$ cat src/rtl/cond_point_multi_pkg.sv
`default_nettype none
// ============================================================================
// Module   : cond_point_multi_pkg
// Brief    : Shared types for the conditioned interaction point.
// Revision : 1.0 - initial release
// ============================================================================
package cond_point_multi_pkg;

  localparam int MAX_NCOND = 8;
  localparam int OP_W      = 6;

  typedef enum logic [OP_W-1:0] {
    OP_LESS       = 6'b000001,
    OP_GREATER    = 6'b000010,
    OP_LESS_EQ    = 6'b000100,
    OP_GREATER_EQ = 6'b001000,
    OP_EQ         = 6'b010000,
    OP_TRIGGER    = 6'b100000
  } op_t;

  typedef enum logic [4:0] {
    ST_IDLE    = 5'b00001,
    ST_WAIT    = 5'b00010,
    ST_ENABLED = 5'b00100,
    ST_URGENT  = 5'b01000,
    ST_FINAL   = 5'b10000
  } cp_state_t;

endpackage
`default_nettype wire

$ cat src/rtl/cond_point_multi_if.sv
`default_nettype none
// ============================================================================
// Module   : cond_point_multi_if
// Brief    : Scheduler/event-side signal bundle of the interaction point.
// Revision : 1.0 - initial release
// ============================================================================
interface cond_point_multi_if #(
  parameter int WIDTH = 32,
  parameter int NCOND = 4,
  parameter int CNT_W = 16
);
  logic                   start;
  logic                   tick;
  logic                   ext_e;
  logic                   kill_p;
  logic                   skip_p;
  logic                   rearm;
  logic [NCOND*WIDTH-1:0] value_event;
  logic [NCOND*WIDTH-1:0] value_cond;
  logic [NCOND*6-1:0]     op_cond;
  logic [NCOND-1:0]       cond_mask;
  logic                   comb_and;
  logic                   timeout_fire;
  logic [CNT_W-1:0]       dmin;
  logic [CNT_W-1:0]       dmax;
  logic                   event_t;
  logic                   skip;
  logic                   set_enable;
  logic [CNT_W-1:0]       elapsed;
  logic                   active;

  modport master (
    output start, tick, ext_e, kill_p, skip_p, rearm,
           value_event, value_cond, op_cond, cond_mask,
           comb_and, timeout_fire, dmin, dmax,
    input  event_t, skip, set_enable, elapsed, active
  );

  modport slave (
    input  start, tick, ext_e, kill_p, skip_p, rearm,
           value_event, value_cond, op_cond, cond_mask,
           comb_and, timeout_fire, dmin, dmax,
    output event_t, skip, set_enable, elapsed, active
  );
endinterface
`default_nettype wire

$ cat src/rtl/cond_point_multi_cond_eval.sv
`default_nettype none
// ============================================================================
// Module   : cond_eval
// Brief    : Single-slot unsigned compare selected by a one-hot operator.
// Revision : 1.0 - initial release
// ============================================================================
module cond_eval
  import cond_point_multi_pkg::*;
#(
  parameter int WIDTH = 32
) (
  input  logic [WIDTH-1:0] value_event,
  input  logic [WIDTH-1:0] value_cond,
  input  logic [OP_W-1:0]  op,
  output logic             hit
);

  // Non-one-hot operator codes never match, so they evaluate to 0
  always_comb begin
    hit = 1'b0;
    case (op)
      OP_LESS:       hit = (value_event <  value_cond);
      OP_GREATER:    hit = (value_event >  value_cond);
      OP_LESS_EQ:    hit = (value_event <= value_cond);
      OP_GREATER_EQ: hit = (value_event >= value_cond);
      OP_EQ:         hit = (value_event == value_cond);
      OP_TRIGGER:    hit = 1'b1;
      default:       hit = 1'b0;
    endcase
  end

endmodule
`default_nettype wire

$ cat src/rtl/cond_point_multi.sv
`default_nettype none
// ============================================================================
// Module   : cond_point_multi
// Brief    : Multi-condition interaction point with temporal window and URGENT delay.
// Revision : 1.0 - initial release
// ============================================================================
module cond_point_multi
  import cond_point_multi_pkg::*;
#(
  parameter int WIDTH   = 32,
  parameter int NCOND   = 4,
  parameter int CNT_W   = 16,
  parameter int URG_LAT = 1
) (
  input  logic               clk,
  input  logic               rst,
  cond_point_multi_if.slave  bus
);

  localparam int                URG_W    = (URG_LAT > 1) ? $clog2(URG_LAT) : 1;
  localparam logic [URG_W-1:0]  URG_LAST = URG_W'(URG_LAT - 1);

  cp_state_t        r_state, w_state_nxt;
  logic [CNT_W-1:0] r_elapsed, w_elapsed_nxt, w_elapsed_inc, w_dlim;
  logic [URG_W-1:0] r_urg_cnt, w_urg_nxt;
  logic [CNT_W:0]   w_el_p1;
  logic [NCOND-1:0] w_hit;
  logic             w_cond_ok, w_reach_min, w_reach_max;
  logic             w_event_t, w_skip, w_set_en;

  for (genvar gi = 0; gi < NCOND; gi++) begin : g_slot
    cond_eval #(.WIDTH(WIDTH)) u_eval (
      .value_event (bus.value_event[gi*WIDTH +: WIDTH]),
      .value_cond  (bus.value_cond[gi*WIDTH +: WIDTH]),
      .op          (bus.op_cond[gi*OP_W +: OP_W]),
      .hit         (w_hit[gi])
    );
  end

  // Unmasked slots are neutral: 1 for AND, 0 for OR
  assign w_cond_ok = bus.comb_and ? (&(w_hit | ~bus.cond_mask))
                                  : (|(w_hit & bus.cond_mask));

  assign w_elapsed_inc = (&r_elapsed) ? r_elapsed : (r_elapsed + CNT_W'(1));
  assign w_el_p1       = {1'b0, r_elapsed} + (CNT_W+1)'(1);
  assign w_dlim        = (bus.dmax > bus.dmin) ? bus.dmax : bus.dmin;
  assign w_reach_min   = (w_el_p1 >= {1'b0, bus.dmin});
  assign w_reach_max   = (w_el_p1 >= {1'b0, w_dlim});

  always_ff @(posedge clk or posedge rst) begin
    if (rst) begin
      r_state   <= ST_IDLE;
      r_elapsed <= '0;
      r_urg_cnt <= '0;
    end else begin
      r_state   <= w_state_nxt;
      r_elapsed <= w_elapsed_nxt;
      r_urg_cnt <= w_urg_nxt;
    end
  end

  always_comb begin
    w_state_nxt   = r_state;
    w_elapsed_nxt = r_elapsed;
    w_urg_nxt     = r_urg_cnt;
    w_event_t     = 1'b0;
    w_skip        = 1'b0;
    w_set_en      = 1'b0;
    case (r_state)
      ST_IDLE: begin
        if (bus.kill_p) begin
          w_state_nxt = ST_FINAL;
        end else if (bus.skip_p) begin
          w_skip      = 1'b1;
          w_state_nxt = ST_FINAL;
        end else if (bus.start) begin
          w_elapsed_nxt = '0;
          if (bus.dmin == '0) w_state_nxt = ST_ENABLED;
          else                w_state_nxt = ST_WAIT;
        end
      end
      ST_WAIT: begin
        if (bus.kill_p) begin
          w_state_nxt = ST_FINAL;
        end else if (bus.skip_p) begin
          w_skip      = 1'b1;
          w_state_nxt = ST_FINAL;
        end else if (bus.tick) begin
          w_elapsed_nxt = w_elapsed_inc;
          if (w_reach_min) w_state_nxt = ST_ENABLED;
        end
      end
      ST_ENABLED: begin
        if (bus.kill_p) begin
          w_state_nxt = ST_FINAL;
        end else if (bus.skip_p) begin
          w_skip      = 1'b1;
          w_state_nxt = ST_FINAL;
        end else begin
          if (bus.tick) w_elapsed_nxt = w_elapsed_inc;
          // A qualified external event beats a timeout on the same tick
          if (bus.ext_e && w_cond_ok) begin
            w_set_en    = 1'b1;
            w_urg_nxt   = '0;
            w_state_nxt = ST_URGENT;
          end else if (bus.tick && w_reach_max) begin
            w_event_t   = bus.timeout_fire;
            w_skip      = ~bus.timeout_fire;
            w_state_nxt = ST_FINAL;
          end
        end
      end
      ST_URGENT: begin
        if (bus.kill_p) begin
          w_state_nxt = ST_FINAL;
        end else if (bus.skip_p) begin
          w_skip      = 1'b1;
          w_state_nxt = ST_FINAL;
        end else if (r_urg_cnt == URG_LAST) begin
          w_event_t   = 1'b1;
          w_state_nxt = ST_FINAL;
        end else begin
          w_urg_nxt = r_urg_cnt + URG_W'(1);
        end
      end
      ST_FINAL: begin
        if (bus.rearm) begin
          w_elapsed_nxt = '0;
          w_state_nxt   = ST_IDLE;
        end
      end
      default: w_state_nxt = ST_IDLE;
    endcase
  end

  // Pulses are Mealy outputs; masking with rst keeps them quiet while held in reset
  assign bus.event_t    = w_event_t & ~rst;
  assign bus.skip       = w_skip & ~rst;
  assign bus.set_enable = w_set_en & ~rst;
  assign bus.elapsed    = r_elapsed;
  assign bus.active     = (r_state == ST_WAIT) || (r_state == ST_ENABLED) ||
                          (r_state == ST_URGENT);

endmodule
`default_nettype wire
$ cat src/flat_wrapper.sv
// flat-port wrapper written by rule: the top's interface ports become plain ports
module cond_point_multi_flat import cond_point_multi_pkg::*;
#(
  parameter int WIDTH   = 32,
  parameter int NCOND   = 4,
  parameter int CNT_W   = 16,
  parameter int URG_LAT = 1
)
  (clk, rst, bus_start, bus_tick, bus_ext_e, bus_kill_p, bus_skip_p, bus_rearm, bus_value_event, bus_value_cond, bus_op_cond, bus_cond_mask, bus_comb_and, bus_timeout_fire, bus_dmin, bus_dmax, bus_event_t, bus_skip, bus_set_enable, bus_elapsed, bus_active);
  cond_point_multi_if #(.WIDTH(WIDTH), .NCOND(NCOND), .CNT_W(CNT_W)) bus_i ();
  input  logic clk;
  input  logic rst;
  input wire logic [$bits(bus_i.start)-1:0] bus_start;
  input wire logic [$bits(bus_i.tick)-1:0] bus_tick;
  input wire logic [$bits(bus_i.ext_e)-1:0] bus_ext_e;
  input wire logic [$bits(bus_i.kill_p)-1:0] bus_kill_p;
  input wire logic [$bits(bus_i.skip_p)-1:0] bus_skip_p;
  input wire logic [$bits(bus_i.rearm)-1:0] bus_rearm;
  input wire logic [$bits(bus_i.value_event)-1:0] bus_value_event;
  input wire logic [$bits(bus_i.value_cond)-1:0] bus_value_cond;
  input wire logic [$bits(bus_i.op_cond)-1:0] bus_op_cond;
  input wire logic [$bits(bus_i.cond_mask)-1:0] bus_cond_mask;
  input wire logic [$bits(bus_i.comb_and)-1:0] bus_comb_and;
  input wire logic [$bits(bus_i.timeout_fire)-1:0] bus_timeout_fire;
  input wire logic [$bits(bus_i.dmin)-1:0] bus_dmin;
  input wire logic [$bits(bus_i.dmax)-1:0] bus_dmax;
  output wire logic [$bits(bus_i.event_t)-1:0] bus_event_t;
  output wire logic [$bits(bus_i.skip)-1:0] bus_skip;
  output wire logic [$bits(bus_i.set_enable)-1:0] bus_set_enable;
  output wire logic [$bits(bus_i.elapsed)-1:0] bus_elapsed;
  output wire logic [$bits(bus_i.active)-1:0] bus_active;
  assign bus_i.start = bus_start;
  assign bus_i.tick = bus_tick;
  assign bus_i.ext_e = bus_ext_e;
  assign bus_i.kill_p = bus_kill_p;
  assign bus_i.skip_p = bus_skip_p;
  assign bus_i.rearm = bus_rearm;
  assign bus_i.value_event = bus_value_event;
  assign bus_i.value_cond = bus_value_cond;
  assign bus_i.op_cond = bus_op_cond;
  assign bus_i.cond_mask = bus_cond_mask;
  assign bus_i.comb_and = bus_comb_and;
  assign bus_i.timeout_fire = bus_timeout_fire;
  assign bus_i.dmin = bus_dmin;
  assign bus_i.dmax = bus_dmax;
  assign bus_event_t = bus_i.event_t;
  assign bus_skip = bus_i.skip;
  assign bus_set_enable = bus_i.set_enable;
  assign bus_elapsed = bus_i.elapsed;
  assign bus_active = bus_i.active;
  cond_point_multi #(.WIDTH(WIDTH), .NCOND(NCOND), .CNT_W(CNT_W), .URG_LAT(URG_LAT)) u_core (.clk(clk), .rst(rst), .bus(bus_i));
endmodule
$ cat config.mk
export PLATFORM = sky130hd
export DESIGN_NAME = cond_point_multi_flat
export DESIGN_NICKNAME = d
export VERILOG_FILES = /design/src/rtl/cond_point_multi_pkg.sv /design/src/rtl/cond_point_multi_if.sv /design/src/rtl/cond_point_multi_cond_eval.sv /design/src/rtl/cond_point_multi.sv /design/src/flat_wrapper.sv
export SDC_FILE = /design/constraint.sdc
export NUM_CORES = 1
export LEC_CHECK = 0
export CAP_MARGIN = 20
export CORE_AREA = 2 2 133 135
export CTS_BUF_LIST = sky130_fd_sc_hd__clkbuf_4 sky130_fd_sc_hd__clkbuf_8
export CTS_CLUSTER_DIAMETER = 40
export DETAILED_ROUTE_END_ITERATION = 16
export DIE_AREA = 0 0 135 137
export PLACE_DENSITY_LB_ADDON = 0.25
export REMOVE_ABC_BUFFERS = 1
export SETUP_SLACK_MARGIN = 0.5
export SYNTH_ARGS = -nofsm -noshare
export SYNTH_HDL_FRONTEND = slang
export SYNTH_SLANG_ARGS = --single-unit
$ cat constraint.sdc
create_clock -name clk -period 5.7 [get_ports clk]
set_clock_uncertainty 0.1 [all_clocks]
set_input_delay 0.57 -clock clk [delete_from_list [all_inputs] [get_ports clk]]
set_output_delay 0.57 -clock clk [all_outputs]
set_load 0.03 [all_outputs]
---- Word-level counts from Yosys, hierarchy flattened ----
Cells that the tools add are included.
W data, S select, Z words.
word-level totals
  register bits ........................... 22
cells by class
  add/sub/neg operators ................... 3
  $lt $le $gt $ge ......................... 19
  eq/ne operators ......................... 51
  mux-type cells .......................... 58
  bitwise logic cells ..................... 8
  reductions and logical operators ........ 15
operators by type and width
  operator                 count
  $mux W16                 9
  $eq A32 B32 Y1           4
  $ge A32 B32 Y1           4
  $gt A32 B32 Y1           4
  $le A32 B32 Y1           4
  $lt A32 B32 Y1           4
  $mux W5                  15
  $pmux W16 S3             1
  $ge A17 B16 Y1           2
  $pmux W5 S5              1
  $eq A6 B1 Y1 const B     4
  $eq A6 B2 Y1 const B     4
  $eq A6 B3 Y1 const B     4
  $eq A6 B4 Y1 const B     4
  $eq A6 B5 Y1 const B     4
  $eq A6 B6 Y1 const B     4
  $mux W1                  24
  $pmux W1 S6              4
  $ne A2 B2 Y1 const B     11
  $add A16 B1 Y17 const B  1
  $add A16 B1 Y16 const B  1
  $gt A16 B16 Y1           1
  $logic_not A16 Y1        1
  $reduce_and A16 Y1       1
  27 further kinds         38

---- Depth between registers and ports, before layout ----
Gate-level depths: netlist of the first run.
  depth after elaboration ................. 11
  depth in mapped cells ................... 24

---- Cells and area by module ----
A second synthesis of the first run with hierarchy kept.
second synthesis, totals
  cell total of the unflattened synthesis .. 885
  area total of the unflattened synthesis .. 6647.6 µm²
modules (own cells, without submodules)
  module                                    times used  cells an instance  area each (µm²)
  cond_eval at u_core.g_slot[0].u_eval ...  3           132                963.4
  cond_point_multi                          1           357                2806.4
  cond_eval at u_core.g_slot[3].u_eval      1           132                950.9

---- Least setup slack after synthesis of the first run ----
No wires, ideal clock.
  path kind ............................... input to output
  start point ............................. input bus_dmin[1]
  end point ............................... output bus_skip
  data arrival time ....................... 4.857 ns
  setup slack ............................. 0.173 ns
  stages on the path ...................... 24
  buffers on the path ..................... 1
  cell sequence ........................... inv_1 > ha_1 > nor2b_1 > o21a_1 > o21a_1 > o21a_1 > o21a_1 > o21a_1 > o21ai_1 > a21oi_1 > o41ai_4 > buf_2 > mux2i_1 > ha_1 > nor2b_1 > o21a_1 > o21a_1 > o21a_1 > o21ai_0 > a21oi_1 > a211oi_1 > nor2b_1 > o21a_1 > a32o_1
on the way
  cells in the longest elaborated chain, start to end .. 10
RTL lines
  item                   RTL line                 RTL
  from (decl)            flat_wrapper.sv:25       input wire logic [$bits(bus_i.dmin)-1:0] bus_dmin;
  $gt A16 B16 Y1         cond_point_multi.sv:46   assign w_dlim = (bus.dmax > bus.dmin) ? bus.dmax : bus.dmin;
  $mux W16 *             cond_point_multi.sv:46
  $ge A17 B16 Y1 *       cond_point_multi.sv:48   assign w_reach_max = (w_el_p1 >= {1'b0, w_dlim});
  $logic_and A1 B1 Y1 *  cond_point_multi.sv:106  end else if (bus.tick && w_reach_max) begin
  $mux W1 *              cond_point_multi.sv:106
  $mux W1 *              cond_point_multi.sv:102  if (bus.ext_e && w_cond_ok) begin
  $mux W1 *              cond_point_multi.sv:96   end else if (bus.skip_p) begin
  $mux W1 *              cond_point_multi.sv:94   if (bus.kill_p) begin
  $pmux W1 S2 *          cond_point_multi.sv:69   case (r_state)
  $and A1 B1 Y1 *        cond_point_multi.sv:138  assign bus.skip = w_skip & ~rst;
  to (decl)              flat_wrapper.sv:28       output wire logic [$bits(bus_i.skip)-1:0] bus_skip;
Every way passes the cells marked *; elsewhere a longest branch is shown, timed or not.

---- Final worst setup path of the first run ----
Same ends and word-level chain as after synthesis.

==> flow_metrics.env, run 1 <==
export IMPL_run_status="complete, no violations"
export IMPL_ys_ff_latch=21
export IMPL_yosys_area_top_type_share=0.332
export IMPL_grt_pass1_vias=7683
export IMPL_setup_viol_count_final=0
export IMPL_synthAdderAreaFrac=0.332
export IMPL_initial_core_util=0.391
export IMPL_clock_latency_ns=0.27
export IMPL_cts_num_sinks=21
export IMPL_slowest_stage="o41ai_4"
export IMPL_powerDensity_mw_per_mm2=96.7
export IMPL_wl_per_cell_microns=15.7
export IMPL_use_met2=0.468
export IMPL_grt_usage=0.242
export IMPL_seqPwrFrac=0.184
export IMPL_place_congestion=0.922
export IMPL_p_comb_frac=0.717
export IMPL_reg2reg_depth=14
export IMPL_grt_util_met3=0.0596
export IMPL_gr_usage_met1=0.261
export IMPL_busiest_layer="met2"
export IMPL_arrival_ns=4.68
export IMPL_drive_gt1_frac=0.0576
export IMPL_async_flop_share=1.00
export IMPL_swShare=0.394
export IMPL_grt_overflow_total=0
export IMPL_ys_flop_type="dfrtp_1"
export IMPL_synthSimpleGateAreaFrac=0.236
export IMPL_power_switching_mw=0.407
export IMPL_synth_compound_area_frac=0.205
export IMPL_synth_warnings=0
export IMPL_drtAntennaViolNets=0
export IMPL_seq_area_sq_um=527
export IMPL_hold_class="flop to flop"
export IMPL_drc_errors=0
export IMPL_synth_xor_area_frac=0.0263
export IMPL_cts_hold_buffers=0
export IMPL_routed_via_density=5.17
export IMPL_relSlewSlack=0.439
export IMPL_pwr_share_clk=0.098
export IMPL_pre_cts_slack_ns=-0.327
export IMPL_hold_depth=2
export IMPL_drt_total_wl_microns=23100
export IMPL_synth_area_per_cell_sq_um=7.51
export IMPL_area_growth_pct=60.1
export IMPL_core_sq_mm=0.0171
export IMPL_rsz0062_at_grt="yes"
export IMPL_min_period_over_period=0.938
export IMPL_fmax_mhz=187
export IMPL_slew_viol_final=0
export IMPL_reg2reg_from="u_core.bus.elapsed[0]"
export IMPL_startpoint_type="input pin"
export IMPL_end_kind="output port"
export IMPL_cp_max_fo=2
export IMPL_firstDrtPassIters=5
export IMPL_yosysUniqueCellTypes=73
export IMPL_multi_input_area_sq_mm=0.00561
export IMPL_r2r_end="u_core.r_state[1]"
export IMPL_grt_max_degree=32
export IMPL_irDropWorstVdd_mv=0.0961
export IMPL_synth_top_family_by_area="adder cells"
export IMPL_io_buffers=345
export IMPL_worst_slew_pin_slew_ns=0.839
export IMPL_drt_iter0_drc=256
export IMPL_die_area_sq_mm=0.0185
export IMPL_critPathRequiredTime_ns=5.03
export IMPL_internal_power_mw=0.625
export IMPL_hold_viol_final=0
export IMPL_syn_area_sq_mm=0.00667
export IMPL_antenna_found_initial=1
export IMPL_grt_pass1_wl_microns=36300
export IMPL_synth_edf_count=0
export IMPL_min_to="u_core.bus.elapsed[14]"
export IMPL_cpMostUsedCell="o21a_1"
export IMPL_cts_tree="done"
export IMPL_layout_nets=1753
export IMPL_max_stage_delay_ns=0.28
export IMPL_maxCapViolations=0
export IMPL_n_fill_cell=1569
export IMPL_vias=7621
export IMPL_worstHoldStart="u_core.bus.elapsed[14]"
export IMPL_rows=48
export IMPL_finalHoldWorstSlack_ns=0.467
export IMPL_muxShareOfSynthArea=0.0274
export IMPL_dieWidth_microns=135
export IMPL_placed_area_sq_mm=0.0105
export IMPL_cellLeakagePower_nw=5.19
export IMPL_path_buf_inv=3
export IMPL_synth_area_leader_cell="ha_1"
export IMPL_syn_instance_count=888
export IMPL_clk_pin_slew_ns=0.08
export IMPL_crit_type="input pin to output port"
export IMPL_io_pins=346
export IMPL_tritoncts_num_buffers=3
export IMPL_total_power_mw=1.03
export IMPL_setup_ws_ns=0.353
export IMPL_synth_area_leaders="ha_1, inv_1, dfrtp_1, a21oi_1, nand2_1"
export IMPL_die_h_microns=137
export IMPL_cts_max_path_buffers=2
export IMPL_r2r_slack_ns=2.08
export IMPL_yosysSeqAreaShare=0.0790
export IMPL_clk_root_buffer_cell="clkbuf_8"
export IMPL_fin_crit_ns=5.35
export IMPL_final_cell_area_sq_mm=0.0107
export IMPL_htree_levels=1
export IMPL_hpwl_microns=21200
export IMPL_path_delay_family="compound AO/OA/AOI/OAI gates"
-- cells in the final DEF (no fill, tap or decap), types with 6 or more instances in the layout --
cell and count:
nand4_1 29, nor2b_1 15, nor3_1 18, o21ai_0 42, nand2_1 71, xnor2_1 12, buf_4 21, o211ai_1 7
inv_1 152, and3_1 10, nor2_1 30, dfrtp_1 20, ha_1 172, a21oi_1 67, nor4_1 10, nor3b_1 6
mux2i_1 16, a21o_1 12, and4_1 8, clkdlybuf4s50_1 327, xor2_1 8, nand3_1 25, o21a_1 15, nand2b_1 23
a211oi_1 8
-- layout make-up --
class,instances,area share
Timing Repair Buffer,367,0.339
Clock buffer,3,0.00387
Clock inverter,1,0.000469
Multi-Input combinational cell,701,0.525
Inverter,156,0.0553
Antenna cell,1,0.000234
Tap cell,225,0.0264
Sequential cell,21,0.0493
-- synthesized netlist by cell type (3+ instances only) --
| master | count |
|---|---|
| and4_1 | 8 |
| nor2b_1 | 16 |
| o31ai_1 | 4 |
| dfrtp_1 | 20 |
| nor4b_1 | 3 |
| nand3b_1 | 5 |
| o21ai_0 | 44 |
| inv_1 | 156 |
| a21boi_0 | 3 |
| nand4_1 | 29 |
| xor2_1 | 8 |
| o21a_1 | 15 |
| a21oi_1 | 70 |
| or3_1 | 3 |
| clkbuf_1 | 9 |
| o211ai_1 | 7 |
| xnor2_1 | 12 |
| o22ai_1 | 4 |
| or4_1 | 4 |
| a211o_1 | 3 |
| ha_1 | 177 |
| mux2i_1 | 16 |
| nand2b_1 | 23 |
| nand2_1 | 71 |
| a221oi_1 | 5 |
| nor2_1 | 30 |
| nand3_1 | 25 |
| and3_1 | 10 |
| nor4_1 | 10 |
| a211oi_1 | 9 |
| a21o_1 | 12 |
| a31oi_1 | 4 |
| nor3b_1 | 6 |
| nand4b_1 | 3 |
| nor3_1 | 18 |
-- layer usage --
metal,wire length [microns],share of wire
met4,667,0.029
met3,1680,0.072
met2,12000,0.52
met1,8800,0.38
met5,0,0
-- tightest hold or removal path, delay by kind of cell (launching register included) --
kind,cells,cell delay (ns)
AND/OR/NAND/NOR,1,0.06
AO/OA/AOI/OAI,1,0.07
flip-flops,1,0.41
-- flip-flops by register name, indices dropped and copies added (netlist names) --
register / cells
u_core.r_state: 5
u_core.bus.elapsed: 16
-- worst max path at each step --
| stage | cells after the start | to | startpoint | slack (ns) |
|---|---|---|---|---|
| after global placement | 25 | bus_skip | bus_dmin[1] | -0.23 |
| after detailed placement | 25 | bus_skip | bus_dmin[1] | -0.33 |
| after CTS | 25 | bus_skip | bus_dmin[1] | 0.20 |
| final | 25 | bus_skip | bus_dmin[1] | 0.35 |
| after floorplan | 23 | bus_skip | bus_dmin[1] | 0.06 |
| after global routing | 24 | bus_skip | bus_dmin[9] | 0.17 |
-- cell families after synthesis --
logic type | after synthesis
DFF | 21
AOI/OAI and AO/OA | 206
buffers and inverters | 166
xor gates and xnor gates | 20
adders and majority gates | 177
muxes | 18
and+or+nand+nor | 280
-- what timing repair did --
item / 4_1_cts / 5_1_grt
hold endpoints to repair: 0 / 0
gates resized for setup: 38 / 17
pin swaps: 13 / 8
setup endpoints to repair: 3 / 3
setup buffers: 2 / 2
-- power by group through the flow --
stage	registers [mW]	logic (mW)	clock network [mW]
floorplan	0.187	0.367	0
global placement	0.192	0.709	0
detailed placement	0.193	0.724	0
CTS	0.190	0.736	0.105
global route	0.193	0.828	0.112
finish	0.190	0.740	0.101
-- per-stage QoR --
step                 util  setup TNS [ns]  cells
floorplan               -               0    878
global placement    0.615          -0.409   1466
detailed placement  0.615          -0.607   1466
CTS                 0.622               0   1472
global route        0.626               0   1475
finish              0.626               0   1475
(Power assumes the default switching activity.)
==> run 2: changes to the inputs <==
Settings changed: RECOVER_POWER set to 100.
==> run 2 against run 1 <==
  * Clock-buffer cell count is the same
  * Die area is the same
  * Register-to-register slack is essentially flat
  * Non-clock buffer count is the same
  * Fmax grew 0.10%
  * Critical path depth is the same
  * Wire length grew 0.25%
  * Cell count grew 0.14%
  * Setup slack gained 0.0056 ns
  * Power shrank 0.11%
  * Clock power is essentially flat
  * Core utilization is essentially flat
  * Critical path type unchanged
==> flow_metrics.env, run 2 (synthesized netlist as in run 1, its figures left out) <==
export IMPL_run_status="complete, no violations"
export IMPL_n_fill_cell=1573
export IMPL_grt_pass1_vias=7683
export IMPL_antenna_found_initial=3
export IMPL_core_sq_mm=0.0171
export IMPL_grt_usage=0.242
export IMPL_critPathRequiredTime_ns=5.03
export IMPL_final_cell_area_sq_mm=0.0107
export IMPL_vias=7642
export IMPL_dieWidth_microns=135
export IMPL_crit_type="input pin to output port"
export IMPL_io_buffers=345
export IMPL_die_h_microns=137
export IMPL_firstDrtPassIters=5
export IMPL_die_area_sq_mm=0.0185
export IMPL_clk_pin_slew_ns=0.08
export IMPL_cp_max_fo=2
export IMPL_end_kind="output port"
export IMPL_htree_levels=1
export IMPL_final_cell_mix="clkdlybuf4s50_1, ha_1, inv_1"
export IMPL_cpMostUsedCell="o21a_1"
export IMPL_cts_num_sinks=21
export IMPL_initial_core_util=0.391
export IMPL_cts_tree="done"
export IMPL_drt_iter0_drc=272
export IMPL_cts_max_path_buffers=2
export IMPL_total_power_mw=1.03
export IMPL_placed_area_sq_mm=0.0105
export IMPL_final_cells=1477
export IMPL_drive_gt1_frac=0.0560
export IMPL_pre_cts_slack_ns=-0.327
export IMPL_clk_root_buffer_cell="clkbuf_8"
export IMPL_cts_hold_buffers=0
export IMPL_rsz0062_at_grt="yes"
export IMPL_io_pins=346
export IMPL_clock_latency_ns=0.27
export IMPL_arrival_ns=4.67
export IMPL_startpoint_type="input pin"
export IMPL_grt_max_degree=32
export IMPL_relSlewSlack=0.443
export IMPL_grt_pass1_wl_microns=36300
export IMPL_drc_errors=0
export IMPL_maxCapViolations=0
export IMPL_irDropWorstVdd_mv=0.0965
export IMPL_min_period_over_period=0.937
export IMPL_drt_total_wl_microns=23200
export IMPL_fin_crit_ns=5.34
export IMPL_finalHoldWorstSlack_ns=0.462
export IMPL_path_buf_inv=3
export IMPL_slew_viol_final=0
export IMPL_worst_slew_pin_slew_ns=0.833
export IMPL_hold_class="flop to flop"
export IMPL_dp_cells=1466
export IMPL_rows=48
export IMPL_fmax_mhz=187
export IMPL_final_common_cell="clkdlybuf4s50_1"
export IMPL_area_growth_pct=60.0
export IMPL_hold_viol_final=0
export IMPL_path_delay_family="compound AO/OA/AOI/OAI gates"
export IMPL_powerDensity_mw_per_mm2=96.7
export IMPL_drtAntennaViolNets=0
export IMPL_tritoncts_num_buffers=3
export IMPL_tns_ns=0
export IMPL_slowest_stage="o41ai_4"
export IMPL_largest_register_ffs=16
export IMPL_max_stage_delay_ns=0.28
export IMPL_cellLeakagePower_nw=5.25
export IMPL_setup_ws_ns=0.358
export IMPL_place_congestion=0.922
export IMPL_hpwl_microns=21200
export IMPL_wl_per_cell_microns=15.7
export IMPL_utilization=0.625
export IMPL_routed_via_density=5.17
export IMPL_layout_nets=1753
export IMPL_grt_overflow_total=0
export IMPL_setup_viol_count_final=0
[run 2: cell count changes in the layout (fill, tap and decap cells not counted), sizes merged]
cell / change
dlygate4sd3: +19
clkdlybuf4s50: -19
diode: +2
[run 2: layout make-up]
| type | count | area, sq um | area share |
|---|---|---|---|
| clock inverter | 1 | 5.00 | 0.000469 |
| clock buffer | 3 | 41.3 | 0.00387 |
| inverter | 156 | 591 | 0.0554 |
| tap | 225 | 282 | 0.0264 |
| antenna | 3 | 7.51 | 0.000704 |
| sequential | 21 | 527 | 0.0494 |
| timing repair buffer | 367 | 3620 | 0.339 |
| multi-input combinational | 701 | 5590 | 0.524 |
[run 2: what timing repair did]
item / in CTS / in global routing
buffers inserted: 2 / 2
endpoints found under the setup margin: 3 / 3
pin swaps: 13 / 8
gates resized for setup: 38 / 17
[run 2: path summary, 6_finish.rpt]
check | from | cells after the start | slack (ns) | endpoint
max in group asynchronous | rst | 2 | 4.08 | u_core.bus.elapsed[14]
min | u_core.bus.elapsed[14] | 2 | 0.46 | u_core.bus.elapsed[14]
min reg2reg | u_core.bus.elapsed[14] | 2 | 0.46 | u_core.bus.elapsed[14]
min in group asynchronous | rst | 2 | 0.90 | u_core.bus.elapsed[9]
max reg2reg | u_core.bus.elapsed[0] | 14 | 2.08 | u_core.r_state[1]
max | bus_dmin[1] | 25 | 0.36 | bus_skip
[run 2: power by group]
group          internal, mW  switching (mW)
clock network        0.0489          0.0535
logic                 0.412           0.327
registers             0.162          0.0279
total                 0.623           0.408
[run 2: worst reg2reg max path, stage by stage, from the launching register on]
cell,delay [ns]
dfrtp_1,0.55
ha_1,0.25
and3_1,0.22
and3_1,0.19
and3_1,0.17
xor2_1,0.36
ha_1,0.33
a21o_1,0.17
a21oi_1,0.15
nor2b_1,0.06
o21ai_0,0.14
nand2b_1,0.08
a221oi_1,0.28
o21ai_0,0.18
mux2_2,0.29
[run 2: per-layer routing]
layer | share of wire | vias up | GRT usage
li1 | - | 3923 | -
met1 | 0.38 | 3429 | 0.261
met2 | 0.52 | 245 | 0.468
met3 | 0.071 | 45 | 0.0596
met4 | 0.029 | 0 | 0.0642
met5 | 0 | - | 0
==> run 3: changes to the inputs <==
Settings changed: GPL_TIMING_DRIVEN set to 0, RECOVER_POWER 100 to 25.
==> run 3 against run 2 <==
  * Critical path depth grew 1
  * Design area shrank 0.11%
  * Combinational power is essentially flat
==> flow_metrics.env, run 3 (synthesized netlist as in run 1, its figures left out) <==
export IMPL_grt_overflow_total=0
export IMPL_grt_pass1_vias=7575
export IMPL_swShare=0.391
export IMPL_hold_depth=2
export IMPL_powerDensity_mw_per_mm2=96.6
export IMPL_firstDrtPassIters=5
export IMPL_grt_pass1_wl_microns=35400
export IMPL_worstHoldStart="u_core.bus.elapsed[14]"
export IMPL_cp_max_fo=2
export IMPL_setup_viol_count_final=0
export IMPL_maxCapViolations=0
export IMPL_cts_tree="done"
export IMPL_internal_power_mw=0.626
export IMPL_place_congestion=0.930
export IMPL_final_common_cell="clkdlybuf4s50_1"
export IMPL_finalHoldWorstSlack_ns=0.455
export IMPL_drtAntennaViolNets=0
export IMPL_layout_nets=1748
export IMPL_irDropWorstVdd_mv=0.0722
export IMPL_routed_via_density=5.15
export IMPL_rows=48
export IMPL_grt_max_degree=32
export IMPL_io_pins=346
export IMPL_io_buffers=345
export IMPL_seqPwrFrac=0.184
export IMPL_reg2reg_from="u_core.bus.elapsed[0]"
export IMPL_hold_class="flop to flop"
export IMPL_r2r_end="u_core.r_state[2]"
export IMPL_die_h_microns=137
export IMPL_fin_crit_ns=5.38
export IMPL_drc_errors=0
export IMPL_run_status="complete, no violations"
export IMPL_reg2reg_depth=19
export IMPL_hpwl_microns=20500
export IMPL_relSlewSlack=0.423
export IMPL_core_sq_mm=0.0171
export IMPL_final_cell_mix="clkdlybuf4s50_1, ha_1, inv_1"
export IMPL_initial_core_util=0.391
export IMPL_p_comb_frac=0.719
export IMPL_r2r_slack_ns=1.58
export IMPL_clk_root_buffer_cell="clkbuf_8"
export IMPL_pwr_share_clk=0.097
export IMPL_power_switching_mw=0.403
export IMPL_drive_gt1_frac=0.0539
export IMPL_die_area_sq_mm=0.0185
export IMPL_dieWidth_microns=135
export IMPL_worst_slew_pin_slew_ns=0.863
export IMPL_cts_max_path_buffers=2
export IMPL_tns_ns=0
export IMPL_antenna_found_initial=3
export IMPL_clock_latency_ns=0.27
export IMPL_hold_viol_final=0
export IMPL_htree_levels=1
export IMPL_critPathRequiredTime_ns=5.03
export IMPL_largest_register_ffs=16
export IMPL_arrival_ns=4.71
export IMPL_clk_pin_slew_ns=0.07
export IMPL_vias=7578
export IMPL_fmax_mhz=186
export IMPL_grt_usage=0.237
export IMPL_min_to="u_core.bus.elapsed[14]"
export IMPL_min_period_over_period=0.943
export IMPL_cellLeakagePower_nw=5.14
export IMPL_wl_per_cell_microns=15.5
export IMPL_tritoncts_num_buffers=3
export IMPL_slew_viol_final=0
export IMPL_rsz0062_at_grt="yes"
export IMPL_drt_iter0_drc=224
export IMPL_crit_type="input pin to output port"
export IMPL_utilization=0.625
export IMPL_startpoint_type="input pin"
export IMPL_end_kind="output port"
export IMPL_cts_num_sinks=21
export IMPL_area_growth_pct=59.8
export IMPL_drt_total_wl_microns=22800
==> run 3: cell types whose count changed in the layout (fill, tap and decap cells not counted), moves of 3 or more <==
cell / previous run / this run
clkdlybuf4s50_1: 308 / 326
dlygate4sd3_1: 19 / 1
dlygate4sd2_1: 5 / 8
buf_4: 21 / 15
dlymetal6s2s_1: 5 / 2
==> run 3: repair_timing <==
action / 4_1_cts / 5_1_grt
setup endpoints to repair: 5 / 4
setup buffers: 13 / 3
pin swaps: 13 / 5
hold buffers: 0 / 0
gates resized for setup: 63 / 11
==> run 3: layout make-up <==
class	instances	area, sq um
Inverter	156	591
Multi-Input combinational cell	701	5610
Timing Repair Buffer	362	3590
Clock inverter	1	5.00
Fill cell	1547	6400
Clock buffer	3	41.3
Antenna cell	3	7.51
Tap cell	225	282
Sequential cell	21	527
==> run 3: critical path, cell delays in order <==
cell and delay (ns):
buf_8 0.10, inv_6 0.05, ha_4 0.20, nor2b_4 0.12, o21a_1 0.15, o21a_1 0.17, o21a_1 0.16, o21a_1 0.16
o21a_1 0.18, o21ai_2 0.13, a21oi_2 0.08, o41ai_4 0.27, buf_8 0.16, mux2i_4 0.25, ha_4 0.23, nor2b_1 0.12
o21a_1 0.16, o21a_1 0.17, o21a_1 0.17, o21ai_2 0.12, a21oi_2 0.09, a211oi_2 0.23, nor2b_1 0.09, o21a_1 0.20
a32o_1 0.23, buf_6 0.15
==> run 3: layer usage <==
| layer | up-vias | GRT usage | share of wire |
|---|---|---|---|
| li1 | 3911 | - | - |
| met1 | 3411 | 0.248 | 0.37 |
| met2 | 218 | 0.458 | 0.52 |
| met3 | 38 | 0.0737 | 0.082 |
| met4 | 0 | 0.0625 | 0.024 |
| met5 | - | 0 | 0 |
==> run 3: through the flow <==
stage | total power [mW] | setup WS, ns | cell area (sq um) | instances
after floorplan | 0.554 | 0.0563 | 6630 | 878
after global placement | 0.885 | -1.63 | 10400 | 1448
after detailed placement | 0.899 | -1.26 | 10400 | 1449
after CTS | 1.02 | 0.254 | 10600 | 1466
after global routing | 1.13 | 0.135 | 10700 | 1472
final | 1.03 | 0.324 | 10700 | 1472
==> run 3: worst max path at each step <==
stage                start       end  slack (ns)  cells past startpoint
2_1_floorplan  bus_dmin[1]  bus_skip        0.06                     23
3_3_place_gp   bus_dmin[1]  bus_skip       -1.63                     25
3_5_place_dp   bus_dmin[1]  bus_skip       -1.26                     26
4_1_cts        bus_dmin[1]  bus_skip        0.25                     26
5_1_grt        bus_dmin[1]  bus_skip        0.13                     26
6_report       bus_dmin[1]  bus_skip        0.32                     26
==> run 3: power by group through the flow <==
stage / Clock [mW] / Sequential [mW] / Combinational (mW)
detailed placement: 0 / 0.192 / 0.707
finish: 0.100 / 0.190 / 0.740
floorplan: 0 / 0.187 / 0.367
global placement: 0 / 0.192 / 0.693
CTS: 0.103 / 0.189 / 0.731
global route: 0.107 / 0.193 / 0.827
